`config.mk`:
```
export PLATFORM = sky130hd
export DESIGN_NAME = conv_spike_pooling
export DESIGN_NICKNAME = d
export VERILOG_FILES = /design/src/rtl/conv_pkg.sv /design/src/rtl/conv_threshold_unit.sv /design/src/rtl/conv_spike_pooling.sv
export SDC_FILE = /design/constraint.sdc
export NUM_CORES = 1
export LEC_CHECK = 0
export CORE_MARGIN = 8
export CORE_UTILIZATION = 45
export DETAILED_ROUTE_END_ITERATION = 6
export DONT_BUFFER_PORTS = 1
export PLACE_DENSITY_LB_ADDON = 0.15
export REMOVE_ABC_BUFFERS = 1
export SLEW_MARGIN = 30
export SYNTH_ARGS = -nofsm -noshare
export SYNTH_HDL_FRONTEND = slang
export SYNTH_SLANG_ARGS = --single-unit
```
`constraint.sdc`:
```
create_clock -name clk -period 2.75 [get_ports clk]
set_input_delay 0.4125 -clock clk [delete_from_list [all_inputs] [get_ports clk]]
set_output_delay 0.4125 -clock clk [all_outputs]
set_load 0.03 [all_outputs]
```
`src/rtl/conv_pkg.sv`:
```
// Shared types and defaults for the spike-pooling scan.
// The optional membrane leak is enabled by defining POOL_LEAK_EN.
package conv_pkg;

    localparam int CONV_IMG_WIDTH       = 8;
    localparam int CONV_IMG_HEIGHT      = 8;
    localparam int CONV_OUT_CHANNELS    = 2;
    localparam int CONV_BITS_PER_NEURON = 9;
    localparam int CONV_LEAK_SHIFT      = 3;

    // Coordinates are sized to cover the larger axis so one width serves both.
    localparam int WIN_MAX_DIM = (CONV_IMG_WIDTH >= CONV_IMG_HEIGHT) ? CONV_IMG_WIDTH / 2 : CONV_IMG_HEIGHT / 2;
    localparam int WIN_COORD_W = (WIN_MAX_DIM > 1) ? $clog2(WIN_MAX_DIM) : 1;

    typedef logic [CONV_OUT_CHANNELS*CONV_BITS_PER_NEURON-1:0] feature_map_t;

    typedef struct packed {
        logic                         timestep;
        logic [WIN_COORD_W-1:0]       wx;
        logic [WIN_COORD_W-1:0]       wy;
        logic [CONV_OUT_CHANNELS-1:0] spikes;
    } output_vector_t;

    typedef enum logic [2:0] {
        IDLE,
        READ,
        DRAIN,
        EMIT,
        DONE
    } pool_state_t;

endpackage

```
`src/rtl/conv_threshold_unit.sv`:
```
// Per-word fire detection and membrane write-back value (fire -> 0, otherwise kept or leaked).
// Leak applied only when POOL_LEAK_EN is defined.
module conv_threshold_unit
    import conv_pkg::*;
#(
    parameter int OUT_CHANNELS    = CONV_OUT_CHANNELS,
    parameter int BITS_PER_NEURON = CONV_BITS_PER_NEURON,
    parameter int LEAK_SHIFT      = CONV_LEAK_SHIFT
)(
    input  logic signed [BITS_PER_NEURON-1:0] i_threshold,
    input  feature_map_t                      i_word,
    output feature_map_t                      o_word,
    output logic [OUT_CHANNELS-1:0]           o_fire
);

`ifdef POOL_LEAK_EN
    localparam bit LEAK_ON = 1'b1;
`else
    localparam bit LEAK_ON = 1'b0;
`endif

    logic signed [BITS_PER_NEURON-1:0] w_val;
    logic signed [BITS_PER_NEURON-1:0] w_leaked;

    always_comb begin
        o_word   = '0;
        o_fire   = '0;
        w_val    = '0;
        w_leaked = '0;
        for (int c = 0; c < OUT_CHANNELS; c++) begin
            w_val    = $signed(i_word[c*BITS_PER_NEURON +: BITS_PER_NEURON]);
            w_leaked = w_val - (w_val >>> LEAK_SHIFT);
            if (w_val >= i_threshold) begin
                o_fire[c]                                         = 1'b1;
                o_word[c*BITS_PER_NEURON +: BITS_PER_NEURON]      = '0;
            end else begin
                o_word[c*BITS_PER_NEURON +: BITS_PER_NEURON]      = LEAK_ON ? w_leaked : w_val;
            end
        end
    end

endmodule

```
`src/rtl/conv_spike_pooling.sv`:
```
// 2x2 spike pooling scan: reads each window, resets fired neurons in place and emits pooled spikes.
// Optional leak on non-fired neurons via POOL_LEAK_EN (see conv_threshold_unit).
module conv_spike_pooling
    import conv_pkg::*;
#(
    parameter int IMG_WIDTH       = CONV_IMG_WIDTH,
    parameter int IMG_HEIGHT      = CONV_IMG_HEIGHT,
    parameter int OUT_CHANNELS    = CONV_OUT_CHANNELS,
    parameter int BITS_PER_NEURON = CONV_BITS_PER_NEURON,
    parameter int LEAK_SHIFT      = CONV_LEAK_SHIFT
)(
    input  logic                                           clk,
    input  logic                                           rst_n,
    input  logic                                           start,
    input  logic                                           timestep,
    input  logic signed [BITS_PER_NEURON-1:0]              threshold,
    output logic                                           busy,
    output logic                                           done,
    output logic                                           fm_rd_en,
    output logic [$clog2(IMG_WIDTH*IMG_HEIGHT)-1:0]        fm_rd_addr,
    input  feature_map_t                                   fm_rd_data,
    output logic                                           fm_wr_en,
    output logic [$clog2(IMG_WIDTH*IMG_HEIGHT)-1:0]        fm_wr_addr,
    output feature_map_t                                   fm_wr_data,
    output logic                                           out_valid,
    input  logic                                           out_ready,
    output output_vector_t                                 out_event
);

    localparam int AW = $clog2(IMG_WIDTH*IMG_HEIGHT);
    localparam logic [WIN_COORD_W-1:0] WX_LAST = WIN_COORD_W'(IMG_WIDTH/2 - 1);
    localparam logic [WIN_COORD_W-1:0] WY_LAST = WIN_COORD_W'(IMG_HEIGHT/2 - 1);

    pool_state_t                       r_state;
    pool_state_t                       w_next;
    logic [WIN_COORD_W-1:0]            r_wx;
    logic [WIN_COORD_W-1:0]            r_wy;
    logic [1:0]                        r_k;
    logic                              r_ts;
    logic signed [BITS_PER_NEURON-1:0] r_thr;
    logic [OUT_CHANNELS-1:0]           r_spikes;
    logic [OUT_CHANNELS-1:0]           w_fire;
    logic [OUT_CHANNELS-1:0]           w_win_spikes;
    logic                              r_wr_en;
    logic [AW-1:0]                     r_wr_addr;
    logic [AW-1:0]                     w_rd_addr;
    logic [WIN_COORD_W:0]              w_row;
    logic [WIN_COORD_W:0]              w_col;
    feature_map_t                      w_new_word;
    output_vector_t                    r_event;
    logic                              w_last;
    logic                              w_advance;

    conv_threshold_unit #(
        .OUT_CHANNELS    (OUT_CHANNELS),
        .BITS_PER_NEURON (BITS_PER_NEURON),
        .LEAK_SHIFT      (LEAK_SHIFT)
    ) u_threshold (
        .i_threshold (r_thr),
        .i_word      (fm_rd_data),
        .o_word      (w_new_word),
        .o_fire      (w_fire)
    );

    // r_k[0] selects the column and r_k[1] the row inside the current 2x2 window.
    always_comb begin
        w_row     = {r_wy, r_k[1]};
        w_col     = {r_wx, r_k[0]};
        w_rd_addr = AW'(w_row) * AW'(IMG_WIDTH) + AW'(w_col);
    end

    assign w_win_spikes = r_spikes | w_fire;
    assign w_last       = (r_wx == WX_LAST) && (r_wy == WY_LAST);
    assign w_advance    = ((r_state == DRAIN) && (w_win_spikes == '0)) ||
                          ((r_state == EMIT) && out_ready);

    assign busy       = (r_state != IDLE);
    assign done       = (r_state == DONE);
    assign out_valid  = (r_state == EMIT);
    assign out_event  = r_event;
    assign fm_rd_en   = (r_state == READ);
    assign fm_rd_addr = fm_rd_en ? w_rd_addr : '0;
    assign fm_wr_en   = r_wr_en;
    assign fm_wr_addr = r_wr_addr;
    assign fm_wr_data = r_wr_en ? w_new_word : '0;

    always_comb begin
        w_next = r_state;
        case (r_state)
            IDLE:    if (start) w_next = READ;
            READ:    if (r_k == 2'd3) w_next = DRAIN;
            DRAIN: begin
                if (w_win_spikes != '0) w_next = EMIT;
                else if (w_last)        w_next = DONE;
                else                    w_next = READ;
            end
            EMIT:    if (out_ready) w_next = w_last ? DONE : READ;
            DONE:    w_next = IDLE;
            default: w_next = IDLE;
        endcase
    end

    // Read data returns one cycle later, so the write-back strobe and address are the read request delayed.
    always_ff @(posedge clk or negedge rst_n) begin
        if (!rst_n) begin
            r_state   <= IDLE;
            r_wx      <= '0;
            r_wy      <= '0;
            r_k       <= '0;
            r_ts      <= 1'b0;
            r_thr     <= '0;
            r_spikes  <= '0;
            r_wr_en   <= 1'b0;
            r_wr_addr <= '0;
            r_event   <= '0;
        end else begin
            r_state   <= w_next;
            r_wr_en   <= fm_rd_en;
            r_wr_addr <= fm_rd_addr;
            case (r_state)
                IDLE: begin
                    if (start) begin
                        r_ts     <= timestep;
                        r_thr    <= threshold;
                        r_wx     <= '0;
                        r_wy     <= '0;
                        r_k      <= '0;
                        r_spikes <= '0;
                    end
                end
                READ: begin
                    r_k <= r_k + 2'd1;
                    if (r_wr_en) r_spikes <= w_win_spikes;
                end
                DRAIN: begin
                    r_spikes <= '0;
                    if (w_win_spikes != '0) begin
                        r_event.timestep <= r_ts;
                        r_event.wx       <= r_wx;
                        r_event.wy       <= r_wy;
                        r_event.spikes   <= w_win_spikes;
                    end
                end
                default: ;
            endcase
            if (w_advance) begin
                if (r_wx == WX_LAST) begin
                    r_wx <= '0;
                    r_wy <= r_wy + 1'b1;
                end else begin
                    r_wx <= r_wx + 1'b1;
                end
            end
        end
    end

endmodule

```
==> summary.md <==
| Metric | Value |
|---|---|
| Clock network latency to the later pin of the worst-skew pair | `approximately 0.28 ns` |
| Post-synthesis register bit count | `35` |
| Worst R2R End | `out_event[6]` |
| CTS clk-pin slew, worst paths | `roughly 0.070 ns` |
| Via count | `1600` |
| Most Used Layer, Global Route | `met2` |
| CTS Buffer Depth | `2` |
| Pleak | `roughly 0.0013 uW` |
| Post-route clock period utilization | `100%` |
| Final GP Congestion | `between 0.8 and 0.9` |
| Worst Setup Slack, final | `-0.00350 ns` |
| Initial Util | `45.4%` |
| Routed wire length per instance | `around 19 um` |
| Status | `complete, but fails checks` |
| Minimum clock period | `2.75 ns` |
| Crit path kind | `flop to output port` |
| Critical Path End Type | `output port` |
| RSZ-0062 raised after global routing | `yes` |
| Net count, final | `roughly 280` |
| Post-Syn Area | `2100 um^2` |
| Max-slew violations | `0` |
| Worst setup path endpoint | `fm_wr_data[11]` |
| Initial antenna violation count | `0` |
| Setup Viol. Count Final | `1` |
| Cell area power density | `around 1300 nW/um^2` |
| Rows | `25` |
| Pin slew with the least headroom to its limit | `slightly above 0.7 ns` |
| DRC violations left | `0` |
| Die X | `about 84 um` |
| Die Height | `between 80 and 90 um` |
| Post-DP HPWL | `a little over 4000 um` |
| Max Cap Viol | `0` |
| Total core area | `between 4000 and 5000 um^2` |
| R2R depth | `10` |
| Synth cell types | `37` |
| Max incr delay on CP | `0.38 ns` |
| Die Area | `approximately 7000 um^2` |
| Setup_tns | `-0.00350 ns` |
| Vias in the first global route | `approximately 1600` |
| CTS tree | `built` |
| Worst reg2reg setup slack | `0.12 ns` |
| Min-delay src | `threshold[0]` |
| H-tree depth | `2` |
| Setup WS pre-CTS | `between 0.04 and 0.05 ns` |
| Post-synthesis sequential area ratio | `41.6%` |
| Number of DRC markers in iteration 0 | `32` |
| R2R Path Start | `r_thr[1]` |
| Worst-path cell chain | `inv_2 -> ha_4 -> a21oi_1 -> o21ai_2 -> a32oi_2 -> mux2i_2 -> buf_2 -> and3_1 -> buf_6` |
| Fmax | `363 MHz` |
| Commonest non-fill, non-tap cells in the layout | `35 x dfrtp_1, 19 x ha_1, 13 x inv_1` |
| Clock root cell | `clkbuf_8` |
| Worst EP arrival | `between 2 and 2.5 ns` |
| Syn avg cell area | `about 10 um^2` |
| M3 GR Usage | `under 10%` |
| # IOs | `74` |
| Total Routed Length | `approximately 5300 um` |
| Proportion of layout cells with a drive suffix above 1 | `slightly above 30%` |
| Cell count after synthesis | `between 200 and 250` |
| CTS Buf Count | `5` |
| Hold Vio Cnt, Final | `0` |
| CP Launch Type | `flop` |
| Antenna-violating nets left | `0` |
| Clock sink count | `35` |
| Largest net degree at the start of global routing | `36` |
| Crit path max-delay cell type | `dfrtp_1` |
| Most common cell after layout, fill and taps aside | `dfrtp_1` |
| Failing checks | `negative setup slack` |
| Routing usage on met1 | `between 10 and 15%` |
| Worst setup startpoint | `r_thr[4]` |
| Drt pass-1 iters | `4` |
| Clk_skew | `a little under 0.005 ns` |
| GR Overflow Total | `0` |
| Gr usage total | `between 10% and 20%` |
| Worst IR drop on VDD | `~0.5 mV` |
| Worst path required time | `2.34 ns` |
| Worst hold-check path type | `input pin to flop` |
| PortBufs | `0` |
| Grt met2 use | `27.1%` |
| ANT cells | `0` |
| Warnings, synthesis | `0` |
| First-pass GRT wire length | `roughly 8500 um` |
| Area grow syn2layout | `21.5%` |
| Max-slew headroom | `52.5%` |
| Worst-path fanout max | `4` |
| Vias per cell | `5.65` |
-- report_power, final --
group | internal (uW) | total (uW) | switching [uW]
logic | 796 | 1780 | 988
clock network | 228 | 400 | 172
registers | 723 | 1050 | 329
total | 1750 | 3240 | 1490
-- worst min path at each step --
stage,to,depth (start not counted)
finish,r_thr[0],1
global route,r_thr[7],1
CTS,r_thr[1],1
detailed placement,r_k[1],0
global placement,fm_wr_addr[2],0
floorplan,fm_wr_addr[0],0
-- cells by family (layout without fill, tap and decap cells) --
group           Yosys count  in the layout  share of synthesized area, %
simple gates             73             73                          19.5
flops                    35             35                          41.6
compound gates           33             33                          9.64
mux                      22             22                          12.5
buf+inv                  22             45                          4.28
fa+ha+maj                21             21                          12.5
-- routing by layer --
metal  vias up  share of wire, %  routed length, um
met5         -                 0                  0
met4         0               1.5                 80
met3         7               8.4                445
met2        45                54               2890
met1       772                36               1910
li1        776                 -                  -
-- timing repair --
action	in CTS	in global routing
resized for setup	32	17
hold endpoints to repair	35	0
cloned	1	0
pin swaps	4	4
hold buffers	2	0
setup buffers	3	1
setup endpoints to repair	18	18
-- cell type report --
| class | instances | area, um^2 |
|---|---|---|
| clock buffer | 8 | 100 |
| multi-input combinational | 149 | 1250 |
| fill | 428 | 2070 |
| timing repair buffer | 20 | 196 |
| tap | 54 | 67.6 |
| sequential | 35 | 876 |
| inverter | 17 | 63.8 |
-- sequential cells by signal (all words and copies together), names as in the netlist --
name        count
r_thr           9
r_wy            2
r_wx            2
out_event       7
r_state         3
r_k             2
r_ts            1
fm_wr_en        1
fm_wr_addr      6
r_spikes        2
-- critical path, delay by kind of cell (launching register included) --
| kind | cells | cell delay, ns |
|---|---|---|
| AOI/OAI and AO/OA | 3 | 0.58 |
| adders and majority gates | 1 | 0.21 |
| buffers and inverters | 3 | 0.41 |
| DFF | 1 | 0.38 |
| muxes | 1 | 0.30 |
| and+or+nand+nor | 1 | 0.18 |
-- metrics by stage --
stage / instances / area, um^2 / total power (uW) / hold slack, ns / util (%)
2_1_floorplan: 201 / 2080 / 2150 / 0.117 / -
6_report: 283 / 2560 / 3240 / 0.277 / 55.2
5_1_grt: 283 / 2560 / 3460 / 0.262 / 55.2
3_3_place_gp: 268 / 2240 / 2480 / 0.118 / 48.4
3_5_place_dp: 268 / 2240 / 2550 / 0.118 / 48.4
4_1_cts: 282 / 2510 / 3170 / 0.269 / 54.3
-- Yosys cell counts --
library cell / instances / area (um^2)
nor2b_1: 5 / 31.3
buf_6: 1 / 11.3
a2bb2oi_1: 1 / 8.76
nand2_1: 12 / 45.0
nand4_1: 2 / 12.5
nor3b_1: 1 / 7.51
mux2_4: 6 / 90.1
o221ai_1: 1 / 8.76
a21o_1: 3 / 22.5
or2_2: 1 / 6.26
a32oi_1: 1 / 8.76
nor4b_1: 1 / 8.76
and3_1: 10 / 62.6
nor4bb_1: 1 / 10.0
o21ai_0: 6 / 30.0
ha_1: 21 / 263
nor2_1: 9 / 33.8
a32o_1: 1 / 10.0
and2_1: 15 / 93.8
o22ai_1: 1 / 6.26
clkbuf_1: 4 / 15.0
o31ai_1: 1 / 7.51
a21oi_1: 13 / 65.1
dfrtp_1: 35 / 876
o21a_1: 1 / 7.51
mux2_2: 10 / 113
a211oi_1: 2 / 15.0
a31oi_1: 2 / 12.5
or3b_2: 1 / 8.76
nor3_1: 5 / 25.0
nand3_1: 4 / 20.0
and3b_1: 1 / 8.76
and4_1: 1 / 8.76
mux2i_1: 6 / 60.1
inv_1: 17 / 63.8
nand2b_1: 3 / 18.8
nand3b_1: 1 / 7.51
Power figures use the tool's default switching activity.
